==> config.mk <==
export PLATFORM = sky130hd
export DESIGN_NAME = load_store_unit
export DESIGN_NICKNAME = d
export VERILOG_FILES = /design/src/rtl/lsu_pkg.sv /design/src/rtl/lsu_load_align.sv /design/src/rtl/load_store_unit.sv
export SDC_FILE = /design/constraint.sdc
export NUM_CORES = 1
export LEC_CHECK = 0
export CAP_MARGIN = 15
export CORE_MARGIN = 1
export CORE_UTILIZATION = 53
export DETAILED_ROUTE_END_ITERATION = 10
export PLACE_DENSITY = 0.95
export SKIP_CTS_REPAIR_TIMING = 1
export SLEW_MARGIN = 10
export SYNTH_ARGS = -nofsm -noshare
export SYNTH_HDL_FRONTEND = slang
export SYNTH_SLANG_ARGS = --single-unit
export TNS_END_PERCENT = 50
==> constraint.sdc <==
create_clock -name CLK -period 5.4 [get_ports CLK]
set_input_delay 0.54 -clock CLK [delete_from_list [all_inputs] [get_ports CLK]]
set_output_delay 0.54 -clock CLK [all_outputs]
set_load 0.02 [all_outputs]
==> src/rtl/lsu_pkg.sv <==
// Shared types and constants for the load/store unit.
// Feature macro LSU_MISALIGN_TRAP_EN is consumed by load_store_unit.sv.
package lsu_pkg;

    // RISC-V load/store width encodings (funct3).
    typedef enum logic [2:0] {
        F3B  = 3'b000,
        F3H  = 3'b001,
        F3W  = 3'b010,
        F3BU = 3'b100,
        F3HU = 3'b101
    } funct3_e;

    typedef enum logic [1:0] {
        StIdle,
        StAccess,
        StWrite,
        StDone
    } lsu_state_e;

    // Byte-lane offsets within a 32-bit word.
    localparam logic [1:0] Lane0 = 2'd0;
    localparam logic [1:0] Lane1 = 2'd1;
    localparam logic [1:0] Lane2 = 2'd2;
    localparam logic [1:0] Lane3 = 2'd3;

    // Replace the addressed byte or halfword lane of word with the low bits of wdata.
    function automatic logic [31:0] store_merge(input logic [31:0] word,
                                                input logic [31:0] wdata,
                                                input logic [1:0]  off,
                                                input logic        half);
        logic [31:0] res;
        res = word;
        if (half) begin
            if (off[1]) res[31:16] = wdata[15:0];
            else        res[15:0]  = wdata[15:0];
        end else begin
            unique case (off)
                Lane0: res[7:0]   = wdata[7:0];
                Lane1: res[15:8]  = wdata[7:0];
                Lane2: res[23:16] = wdata[7:0];
                Lane3: res[31:24] = wdata[7:0];
            endcase
        end
        return res;
    endfunction

endpackage

==> src/rtl/lsu_load_align.sv <==
// Combinational load alignment: selects the addressed byte/halfword of the
// read word and sign- or zero-extends it to 32 bits.
module lsu_load_align
    import lsu_pkg::*;
(
    input  logic [31:0] word_i,
    input  logic [1:0]  offset_i,
    input  logic [2:0]  funct3_i,
    output logic [31:0] data_o
);

    logic [7:0]  byte_sel;
    logic [15:0] half_sel;

    // Lane select followed by width-dependent extension.
    always_comb begin
        byte_sel = word_i[7:0];
        unique case (offset_i)
            Lane0: byte_sel = word_i[7:0];
            Lane1: byte_sel = word_i[15:8];
            Lane2: byte_sel = word_i[23:16];
            Lane3: byte_sel = word_i[31:24];
        endcase
        half_sel = offset_i[1] ? word_i[31:16] : word_i[15:0];

        case (funct3_i)
            F3B:     data_o = {{24{byte_sel[7]}}, byte_sel};
            F3BU:    data_o = {24'h0, byte_sel};
            F3H:     data_o = {{16{half_sel[15]}}, half_sel};
            F3HU:    data_o = {16'h0, half_sel};
            default: data_o = word_i;
        endcase
    end

endmodule

==> src/rtl/load_store_unit.sv <==
// Load/store unit between execute and a word-organised RAM with combinational
// read. Sub-word stores are a read-modify-write through a merge register.
// Optional feature macro: LSU_MISALIGN_TRAP_EN (report misaligned/illegal
// accesses via resp_err instead of silently aligning them).
module load_store_unit
    import lsu_pkg::*;
#(
    parameter int unsigned DEPTH = 1024
) (
    input  logic                     CLK,
    input  logic                     RST_N,
    input  logic                     req_valid,
    output logic                     req_ready,
    input  logic                     req_we,
    input  logic [2:0]               req_funct3,
    input  logic [31:0]              req_addr,
    input  logic [31:0]              req_wdata,
    output logic                     resp_valid,
    output logic [31:0]              resp_rdata,
    output logic                     resp_err,
    output logic                     MemWrite,
    output logic [$clog2(DEPTH)-1:0] mem_addr,
    output logic [31:0]              write_data,
    input  logic [31:0]              read_data
);

    localparam int unsigned AW = $clog2(DEPTH);

    lsu_state_e    state_q, state_d;
    logic          we_q, we_d;
    logic [2:0]    f3_q, f3_d;
    logic [AW+1:0] addr_q, addr_d;
    logic [31:0]   wdata_q, wdata_d;
    logic [31:0]   merge_q, merge_d;
    logic [31:0]   rdata_q, rdata_d;
    logic          err_q, err_d;

    logic          req_illegal;
    logic          req_misalign;
    logic [2:0]    f3_norm;
    logic [AW+1:0] addr_norm;
    logic [31:0]   load_data;

    // Address bits above the RAM size are dropped so accesses wrap.
    logic unused_addr;
    assign unused_addr = ^req_addr[31:AW+2];

    // Classify the incoming request and normalise width/alignment.
    always_comb begin
        if (req_we) req_illegal = (req_funct3 == 3'b011) || req_funct3[2];
        else        req_illegal = (req_funct3 == 3'b011) || (req_funct3[2:1] == 2'b11);
        f3_norm      = req_illegal ? F3W : req_funct3;
        addr_norm    = req_addr[AW+1:0];
        req_misalign = 1'b0;
        case (f3_norm)
            F3H, F3HU: begin
                req_misalign = req_addr[0];
                addr_norm[0] = 1'b0;
            end
            F3W: begin
                req_misalign   = |req_addr[1:0];
                addr_norm[1:0] = 2'b00;
            end
            default: ;
        endcase
    end

`ifndef LSU_MISALIGN_TRAP_EN
    logic unused_misalign;
    assign unused_misalign = req_misalign;
`endif

    lsu_load_align u_load_align (
        .word_i   (read_data),
        .offset_i (addr_q[1:0]),
        .funct3_i (f3_q),
        .data_o   (load_data)
    );

    // Next-state and datapath latching for the access FSM.
    always_comb begin
        state_d = state_q;
        we_d    = we_q;
        f3_d    = f3_q;
        addr_d  = addr_q;
        wdata_d = wdata_q;
        merge_d = merge_q;
        rdata_d = rdata_q;
        err_d   = err_q;
        unique case (state_q)
            StIdle: begin
                if (req_valid) begin
                    we_d    = req_we;
                    f3_d    = f3_norm;
                    addr_d  = addr_norm;
                    wdata_d = req_wdata;
`ifdef LSU_MISALIGN_TRAP_EN
                    if (req_illegal || req_misalign) begin
                        rdata_d = '0;
                        err_d   = 1'b1;
                        state_d = StDone;
                    end else begin
                        state_d = StAccess;
                    end
`else
                    state_d = StAccess;
`endif
                end
            end
            StAccess: begin
                err_d = 1'b0;
                if (!we_q) begin
                    rdata_d = load_data;
                    state_d = StDone;
                end else if (f3_q == F3W) begin
                    rdata_d = '0;
                    state_d = StDone;
                end else begin
                    rdata_d = '0;
                    merge_d = store_merge(read_data, wdata_q, addr_q[1:0], f3_q == F3H);
                    state_d = StWrite;
                end
            end
            StWrite: state_d = StDone;
            StDone:  state_d = StIdle;
            default: state_d = StIdle;
        endcase
    end

    // State and datapath registers.
    always_ff @(posedge CLK or negedge RST_N) begin
        if (!RST_N) begin
            state_q <= StIdle;
            we_q    <= 1'b0;
            f3_q    <= 3'b000;
            addr_q  <= '0;
            wdata_q <= '0;
            merge_q <= '0;
            rdata_q <= '0;
            err_q   <= 1'b0;
        end else begin
            state_q <= state_d;
            we_q    <= we_d;
            f3_q    <= f3_d;
            addr_q  <= addr_d;
            wdata_q <= wdata_d;
            merge_q <= merge_d;
            rdata_q <= rdata_d;
            err_q   <= err_d;
        end
    end

    // Outputs decoded from registered state; the RAM is only written in a
    // word-store ACCESS or in WRITE, so reset drops MemWrite at once.
    always_comb begin
        req_ready  = (state_q == StIdle);
        resp_valid = (state_q == StDone);
        resp_rdata = rdata_q;
`ifdef LSU_MISALIGN_TRAP_EN
        resp_err   = err_q;
`else
        resp_err   = 1'b0;
`endif
        MemWrite   = (state_q == StWrite) ||
                     ((state_q == StAccess) && we_q && (f3_q == F3W));
        mem_addr   = addr_q[AW+1:2];
        write_data = (state_q == StWrite) ? merge_q : wdata_q;
    end

`ifndef LSU_MISALIGN_TRAP_EN
    logic unused_err;
    assign unused_err = err_q;
`endif

endmodule

==> results.py <==
metrics = {
    "outcome": {
        "status": "complete, no violations",
    },
    "die": {
        "rows": 40,
        "core_area_sq_um": 12100,
        "die_x_um": 114,
        "die_h_um": 114,
        "ios": 181,
        "dieArea_sq_um": 12900,
        "start_util_pct": 54.7,
    },
    "clocking": {
        "cts_buffer_depth": 2,
        "htree_num_levels": 4,
        "clk_latency_ns": 0.42,
        "clock-sinks": 114,
        "root_buffer": "clkbuf_16",
        "cts_buffers": 17,
        "path_clk_slew_ns": 0.06,
        "cts_tree": "built",
    },
    "global_route": {
        "grt_max_degree": 70,
        "grt_pass1_wl_um": 30000,
        "track_usage_pct": 30.5,
        "antenna_found_initial": 0,
        "grt_pass1_vias": 5684,
        "grt_remaining_overflow": 0,
    },
    "timing": {
        "hold_viol": 0,
        "finalCritPeriodShare_pct": 70.5,
        "whs_ns": 0.139,
        "worstMarginPinSlew_ns": 1.08,
        "setup_viol": 0,
        "setup-tns-final_ns": 0,
        "skew_ns": 0.0100,
        "rsz0062_at_grt": "no",
        "fin_crit_ns": 3.81,
        "max_freq_mhz": 263,
        "maxSlewViolCount": 0,
        "max_slew_margin_pct": 27.9,
    },
    "finish": {
        "fin_nets": 866,
        "multi_input_area_sq_um": 3360,
        "syn_to_final_growth_pct": 31.2,
        "n_antenna_cell": 0,
        "final_core_util_pct": 71.8,
        "drive_above_1_share_pct": 8.03,
        "fill_cells": 841,
        "ff_latch_area_sq_um": 2860,
    },
    "synthesis": {
        "yosysSeqAreaShare_pct": 43.2,
        "synth_nets": 751,
        "synth-edff-count": 0,
        "synth_seq_cells": 114,
        "async_flop_share_pct": 100,
        "ys_top_cells_by_area": "dfrtp_1, mux2_1, a21oi_1",
        "yosysUniqueCellTypes": 48,
        "synthTopCellsByCount": "dfrtp_1, mux2_1, a21oi_1",
        "yosys.area.top_type": "dfrtp_1",
        "yosysMostFrequentCell": "dfrtp_1",
        "synth_top_area_share_pct": 43.2,
        "avgSynthCellArea_sq_um": 10.2,
        "synth_area_sq_um": 6600,
        "yosys_warnings": 0,
        "synth_cells": 644,
        "dominantRegCellSynth": "dfrtp_1",
    },
    "setup_path": {
        "critPathCapture": "MemWrite",
        "worstPathRequired_ns": 4.86,
        "arrival_ns": 3.27,
        "critPathLaunch": "f3_q[1]",
        "reg2reg_setup_slack_ns": 2.55,
        "worstReg2RegStart": "f3_q[1]",
        "cp-end-kind": "primary output",
        "r2r-end": "merge_q[18]",
        "crit_fanout": 59,
        "rr_worst_depth": 3,
        "worstSetupPathType": "reg -> out",
        "cp-start-kind": "flip-flop",
    },
    "routing": {
        "dr.pass1.iters": 5,
        "wire_per_inst_um": 20.2,
        "num_vias": 5713,
        "vias_per_cell": 6.08,
        "wirelength_um": 19000,
        "ant_nets": 0,
        "drc_errors": 0,
        "drtIter0Drc": 562,
    },
    "power_and_ir_drop": {
        "internal_power_w": 0.00323,
        "p_comb_share_pct": 49.5,
        "clockPowerShare_pct": 20.2,
        "netSwitchingFraction_pct": 41.2,
        "ir_worst_vdd_mv": 0.253,
        "seq_power_share_pct": 30.3,
        "p_per_area_nw_per_um2": 634,
        "power_leakage_nw": 3.43,
        "switchingPower_w": 0.00226,
    },
    "run": {
        "drv_cap": 0,
    },
    "placement": {
        "place_congestion": 0.891,
        "port_buffers": 159,
        "dpl.hpwl_um": 12800,
    },
    "min_path": {
        "hold_path_class": "in -> async",
    },
}
[worst max-delay path, cell delays in order, from the launching register on]
cell and delay [ns]:
dfrtp_2 1.05, nor3b_2 0.92, a21o_1 0.24, clkdlybuf4s50_1 0.61
[power groups by stage]
stage | clock network [W] | registers (W) | logic (W)
floorplan | 0 | 0.00150 | 0.00188
global placement | 0 | 0.00163 | 0.00260
detailed placement | 0 | 0.00166 | 0.00268
CTS | 0.00112 | 0.00165 | 0.00271
global route | 0.00116 | 0.00171 | 0.00292
finish | 0.00111 | 0.00167 | 0.00272
[worst min-delay path by stage]
| stage | cells after the start | slack (ns) | end |
|---|---|---|---|
| final | 1 | 0.14 | wdata_q[24] |
| after global routing | 1 | 0.18 | wdata_q[24] |
| after CTS | 1 | 0.15 | merge_q[10] |
| after detailed placement | 1 | 0.48 | wdata_q[29] |
| after global placement | 1 | 0.47 | wdata_q[27] |
| after floorplan | 0 | 0.24 | addr_q[0] |
[routing by layer]
metal	share of wire [%]	vias up	track usage, %
li1	-	2558	-
met1	42	2814	40.7
met2	47	289	47.6
met3	7.6	52	6.85
met4	3.2	0	14.1
met5	0	-	0
[layout by cell type (no fill, tap or decap), types with 2 or more instances in the layout]
master and n:
o31ai_2 5, a22o_1 7, inv_1 7, a31oi_1 32, o221a_1 7, clkbuf_1 6, bufinv_16 2, nor3_1 16
clkinv_2 3, mux2_2 10, dfrtp_2 2, o21ai_0 32, a21oi_1 58, clkbuf_8 4, nor3b_1 15, or3b_1 2
ha_1 4, nand3_1 16, nor3b_2 2, clkdlybuf4s50_1 158, clkbuf_16 17, mux2_1 84, o21ai_1 5, buf_4 5
nand2_1 9, nor2b_1 25, dfrtp_1 112, nand3b_1 9, nor2_1 33, o31ai_1 12, nand2b_1 34, o211ai_1 9
mux2i_1 9
[state kept, by name, summed over array words and instances, names as in the netlist]
name	count
f3_q	3
state_q	2
resp_rdata	32
merge_q	32
wdata_q	32
we_q	1
addr_q	12
[metrics by stage]
step | area [sq um] | setup WS, ns | power [W] | std cells
floorplan | 6600 | 3.22 | 0.00338 | 644
global placement | 8060 | 2.11 | 0.00423 | 907
detailed placement | 8060 | 2.08 | 0.00434 | 907
global route | 8660 | 1.43 | 0.00579 | 940
finish | 8660 | 1.59 | 0.00549 | 940
CTS | 8630 | 1.61 | 0.00548 | 939
[area by class of cell]
cell class	count	area share (%)
clock buffers	27	5.81
clock inverters	5	0.867
inverters	7	0.303
multi-input cells	455	38.8
flip-flops and latches	114	33.0
well taps	168	2.43
repair buffers	164	18.8
[cells by family after synthesis]
logic type | Yosys count | synth area share (%)
AO/OA/AOI/OAI | 173 | 16.6
adder cells (fa/ha/maj) | 4 | 0.758
buffers and inverters | 75 | 6.18
flip-flops | 114 | 43.2
multiplexers | 103 | 17.4
other | 1 | 0.0568
AND/OR/NAND/NOR | 174 | 15.8
No activity file was read; power rests on OpenSTA's default activity.
==> variant 1: new RTL, same settings <==
`DEPTH`: 1024 -> 4096.
--- a/src/rtl/load_store_unit.sv
+++ b/src/rtl/load_store_unit.sv
@@ -5,7 +5,7 @@
 module load_store_unit
     import lsu_pkg::*;
 #(
-    parameter int unsigned DEPTH = 1024
+    parameter int unsigned DEPTH = 4096
 ) (
     input  logic                     CLK,
     input  logic                     RST_N,
Interface: changed (resized mem_addr); port bits go from 181 to 183. No check against the original RTL was run, so the function may have changed too.
==> variant 1 against the unedited design <==
  * Worst hold slack lost 0.0027 ns
  * Routed wire length shrank 1.3%
  * Worst setup slack lost 0.16 ns
  * Sequential power is essentially flat
  * First-iteration DRC count shrank 12%
  * Power grew 1.9%
  * Area after synthesis grew 1.2%
  * Sequential cell count grew 2
  * Final area grew 1.2%
  * Non-clock buffer count grew 6
  * Critical path type unchanged
  * Largest cell class unchanged
==> variant 1: results (changes against the unedited design) <==
setup clock skew after layout = 0.009970 ns (was 0.01002 ns)
Rel. slew slack = 0.2390 (was 0.2792)
CP Max Fanout = 28 (was 59)
first-pass iteration count of the detailed router = 5 (unchanged)
cell depth of the worst flop-to-flop path = 5 (was 3)
number of global-route vias before repair = 5,601 (was 5,684)
register area share after synthesis = 0.4348 (was 0.4322)
power in combinational cells = 2.82 mW (was 2.72 mW)
average vias per placed instance = 6.056 (was 6.078)
Distinct cells, synth = 47 (was 48)
total CTS buffers = 17 (unchanged)
worst r2r src = state_q[1]$_DFFE_PN0P_ (was f3_q[1]$_DFFE_PN0P_)
most frequent cells after synthesis = dfrtp_1 (116), a21oi_1 (58), mux2_1 (48), mux2_2 (48), nand2b_1 (34) (was dfrtp_1 (114), mux2_1 (84), a21oi_1 (58), nand2b_1 (34), nor2_1 (33))
share of post-route cells with drive strength above 1 = 0.1317 (was 0.08031)
clock tree buffer depth = 2 (unchanged)
status = finished, final reports clean (unchanged)
number of synthesis warnings = 0 (unchanged)
Hold/Removal Path Class = input pin to asynchronous set/reset pin (unchanged)
static leakage power = 3.469 nW (was 3.427 nW)
FFs w/ async S/R, synth = 1.000 (unchanged)
fraction of power spent switching nets = 0.4099 (was 0.4122)
weighted congestion at the end of routability-driven global placement = 0.8529 (was 0.8906)
worst r2r dst = merge_q[7]$_DFFE_PN0P_ (was merge_q[18]$_DFFE_PN0P_)
Avg WL per Cell = 19.76 um (was 20.23 um)
largest net degree at the start of global routing = 75 (was 70)
Clk power = 1.11 mW (about the same)
clock insertion delay at the later pin of the skew report = 0.43 ns
power density over the cells = 638.9 nW/um^2 (was 634.4 nW/um^2)
fin nets = 876 (was 866)
Worst VDD drop = 0.4312 mV (was 0.2532 mV)
count of port buffers added during placement = 163 (was 159)
Arrival @ worst endpoint = 3.43 ns (was 3.27 ns)
detailed router's first-iteration violation count = 492 (was 562)
clock root buffer = clkbuf_16 (unchanged)
setup slack, reg-to-reg = 1.97 ns (was 2.55 ns)
slowest library cell on the worst path = ha_1 (was dfrtp_2)
type of the worst setup path = flip-flop to output pin (unchanged)
global-route wire length before repair = 29,150 um (was 30,020 um)
clk slew on worst S/H paths = 0.05 ns
Crit path max-delay family = adder cells (was flip-flops)
Diodes inserted = 0 (unchanged)
Post-synth top flop = dfrtp_1 (unchanged)
H-tree Lvls = 4 (unchanged)
GR Util All Layers = 0.2948 (was 0.3053)
syn nets = 758 (was 751)
number of fill cells = 872 (was 841)
Slowest Stage Delay on Critical Path = 0.93 ns (was 1.05 ns)
top area cells in the synthesized netlist = dfrtp_1 (43%), mux2_1 (8.1%), mux2_2 (8.1%) (was dfrtp_1 (43%), mux2_1 (14%), a21oi_1 (4.4%))
sum of net half-perimeters after detailed placement = 12,820 um (was 12,810 um)
==> variant 1: changes by cell type in the layout (fill, tap and decap cells not counted), sizes merged <==
cell | before | now
buf | 6 | 7
clkbuf | 27 | 23
clkdlybuf4s50 | 158 | 162
clkinv | 3 | 6
clkinvlp | 0 | 2
dfrtp | 114 | 116
mux2 | 94 | 96
==> variant 1: through the flow <==
| step | hold slack, ns | setup WS, ns | cell area (sq um) | instances |
|---|---|---|---|---|
| finish | 0.1365 | 1.434 | 8765 | 950 |
| global route | 0.1771 | 1.316 | 8765 | 950 |
| CTS | 0.1585 | 1.491 | 8745 | 948 |
| detailed placement | 0.4777 | 1.943 | 8165 | 916 |
| global placement | 0.4679 | 2.049 | 8165 | 916 |
| floorplan | 0.2444 | 3.249 | 6676 | 651 |
==> variant 1: logic make-up (layout without fill, tap and decap cells) <==
kind of cell / Yosys count / in the layout / synth area share
other: 1 / 1 / 0.0005617
flip-flops: 116 / 116 / 0.4348
AO/OA/AOI/OAI: 173 / 173 / 0.1629
buffers and inverters: 78 / 209 / 0.06316
adder cells (fa/ha/maj): 4 / 4 / 0.007497
multiplexers: 105 / 105 / 0.1754
AND/OR/NAND/NOR: 174 / 174 / 0.1557
==> variant 1: layer usage <==
metal | wire length [um] | vias to the layer above | GRT usage
met3 | 1514 | 65 | 0.07411
li1 | - | 2585 | -
met5 | 0 | - | 0
met4 | 677 | 0 | 0.1446
met2 | 9096 | 299 | 0.4699
met1 | 7479 | 2804 | 0.3752
==> variant 1: cell type report <==
| cell class | count | share of cell area |
|---|---|---|
| multi-input cells | 457 | 0.3830 |
| flip-flops and latches | 116 | 0.3315 |
| repair buffers | 170 | 0.1924 |
| clock buffers | 22 | 0.05410 |
| well taps | 168 | 0.02398 |
| clock inverters | 10 | 0.01199 |
| inverters | 7 | 0.002998 |
==> variant 2: new RTL, config.mk and constraints unchanged <==
Made on the original files. `addr_q` no longer has a reset.
--- a/src/rtl/load_store_unit.sv
+++ b/src/rtl/load_store_unit.sv
@@ -133,7 +133,6 @@
             state_q <= StIdle;
             we_q    <= 1'b0;
             f3_q    <= 3'b000;
-            addr_q  <= '0;
             wdata_q <= '0;
             merge_q <= '0;
             rdata_q <= '0;
@@ -142,12 +141,15 @@
             state_q <= state_d;
             we_q    <= we_d;
             f3_q    <= f3_d;
-            addr_q  <= addr_d;
             wdata_q <= wdata_d;
             merge_q <= merge_d;
             rdata_q <= rdata_d;
             err_q   <= err_d;
         end
+    end
+
+    always_ff @(posedge CLK) begin
+        addr_q <= addr_d;
     end
 
     // Outputs decoded from registered state; the RAM is only written in a
Formal check against the unedited RTL: not equivalent (a bounded check fails within 4 cycles, from zero or initial values and one cycle with RST_N low).
==> variant 2 against the unedited design <==
  * The run now ends with design-rule violations left
  * Critical path type unchanged
  * Power fell by 1.8%
  * Final area is 0.30% lower
  * Routed wire length up 1.1%
  * Sequential cell count unchanged
  * Core utilization grew 0.080 points
  * Clock power grew 6%
  * Worst setup slack improved by 0.21 ns
  * Largest power group unchanged
  * Area after synthesis down 1.0%
==> variant 2: results (changes against the unedited design) <==
status = complete, but fails checks (was finished, final reports clean)
violated checks = design-rule violations
Slowest Stage Delay on Critical Path = 1.06 ns
largest net degree at the start of global routing = 73 (was 70)
worst setup timing slack at the placement stage = 2.263 ns (was 2.081 ns)
Arrival @ worst endpoint = 3.05 ns (was 3.27 ns)
Distinct cells, synth = 49 (was 48)
register area share after synthesis = 0.4459 (was 0.4322)
count of port buffers added during placement = 159 (unchanged)
CP Max Fanout = 35 (was 59)
weighted congestion at the end of routability-driven global placement = 0.9077 (was 0.8906)
total instance count after detailed placement = 877 (was 907)
most frequent cells after synthesis = dfrtp_1 (102), mux2_2 (76), a21oi_1 (57), o21ai_0 (35), nand2b_1 (34) (was dfrtp_1 (114), mux2_1 (84), a21oi_1 (58), nand2b_1 (34), nor2_1 (33))
static leakage power = 3.362 nW (was 3.427 nW)
average vias per placed instance = 6.170 (was 6.078)
number of non-filler instances in the completed layout = 910 (was 940)
setup clock skew after layout = 0.008333 ns (was 0.01002 ns)
DRC violations left = 2 (was 0)
fin nets = 857 (was 866)
clock root buffer = clkbuf_16 (unchanged)
GR Util All Layers = 0.3111 (was 0.3053)
total CTS buffers = 17 (unchanged)
Rel. slew slack = 0.2202 (was 0.2792)
Worst VDD drop = 0.3499 mV (was 0.2532 mV)
number of antenna violations at the first check in global routing = 0 (unchanged)
global-route wire length before repair = 30,230 um (was 30,020 um)
slowest library cell on the worst path = dfrtp_1 (was dfrtp_2)
Avg WL per Cell = 21.13 um (was 20.23 um)
first-pass iteration count of the detailed router = 8 (was 5)
Post-Syn Area per Cell = 10.37 sq um (was 10.25 sq um)
number of enable-type register cells in the synthesized netlist = 12 (was 0)
sum of net half-perimeters after detailed placement = 13,410 um (was 12,810 um)
Hold/Removal Path Class = input pin to asynchronous set/reset pin (unchanged)
total congestion overflow after global routing = 0 (unchanged)
clock insertion delay at the later pin of the skew report = 0.41 ns
FFs w/ async S/R, synth = 0.8947 (was 1.000)
detailed router's first-iteration violation count = 431 (was 562)
share of post-route cells with drive strength above 1 = 0.1769 (was 0.08031)
syn nets = 737 (was 751)
H-tree Lvls = 4 (unchanged)
number of synthesis warnings = 0 (unchanged)
clock tree buffer depth = 2 (unchanged)
Diodes inserted = 0 (unchanged)
clk slew on worst S/H paths = 0.05 ns
top area cells in the synthesized netlist = dfrtp_1 (39%), mux2_2 (13%), edfxtp_1 (5.5%) (was dfrtp_1 (43%), mux2_1 (14%), a21oi_1 (4.4%))
number of fill cells = 868 (was 841)
-- variant 2: cell types whose count changed in the layout (fill, tap and decap cells not counted), moves of 3 or more --
cell	change
clkbuf_1	-6
edfxtp_1	+12
o31ai_2	+3
mux2_2	+66
o21ai_1	-3
mux2_1	-77
o31ai_1	-3
o21ai_0	+3
dfrtp_1	-10
clkinvlp_4	+6
-- variant 2: worst max-delay path, delay by kind of cell, from the launching register on --
kind                   cells  cell delay [ns]
buffers and inverters      1             0.61
flip-flops                 1             1.06
AND/OR/NAND/NOR            1             0.75
AO/OA/AOI/OAI              1             0.22
-- variant 2: path summary, 6_finish.rpt --
path / startpoint / end / slack, ns / cells past startpoint
worst max-delay path: f3_q[1]$_DFFE_PN0P_ / MemWrite / 1.81 / 3
min in group CLK: wdata_q[31]$_DFFE_PN0P_ / wdata_q[31]$_DFFE_PN0P_ / 0.51 / 1
worst max register to register: f3_q[1]$_DFFE_PN0P_ / merge_q[8]$_DFFE_PN0P_ / 2.46 / 4
worst min-delay path: RST_N / wdata_q[29]$_DFFE_PN0P_ / 0.07 / 1
max in group asynchronous: RST_N / resp_rdata[15]$_DFFE_PN0P_ / 4.05 / 2
worst min register to register: wdata_q[31]$_DFFE_PN0P_ / wdata_q[31]$_DFFE_PN0P_ / 0.51 / 1
-- variant 2: layout make-up --
cell class,instances,area share
multi-input cells,442,0.3744
flip-flops and latches,114,0.3373
clock buffers,20,0.05535
inverters,9,0.003912
repair buffers,166,0.1898
clock inverters,12,0.01782
well taps,147,0.02130
-- variant 2: stage by stage --
stage                     hold slack, ns  instance area, sq um    util  power, mW
final                            0.07088                  8635  0.7189      5.393
after global routing             0.09477                  8635  0.7189      5.668
after CTS                        0.07325                  8630  0.7184      5.382
after detailed placement          0.4927                  7998  0.6658      4.174
after global placement            0.4844                  7998  0.6658      4.053
after floorplan                   0.2444                  6533       -      3.211
-- variant 2: cells by family (layout without fill, tap and decap cells) --
family | count (synthesis) | after routing | share of synthesized area
AOI/OAI and AO/OA | 172 | 172 | 0.1691
adders and majority gates | 4 | 4 | 0.007662
buffers and inverters | 74 | 207 | 0.05957
DFF | 114 | 114 | 0.4459
muxes | 92 | 92 | 0.1569
other | 1 | 1 | 0.0005741
and+or+nand+nor | 173 | 173 | 0.1603
-- variant 2: power by group --
| group | switching [mW] | internal (mW) |
|---|---|---|
| combinational | 1.37 | 1.25 |
| sequential | 0.368 | 1.23 |
| clock | 0.400 | 0.775 |
-- variant 2: metal layers --
metal,GRT usage,routed length [um]
met1,0.3944,7901
met2,0.4986,9173
met3,0.05624,1309
met4,0.1886,843
met5,0,0
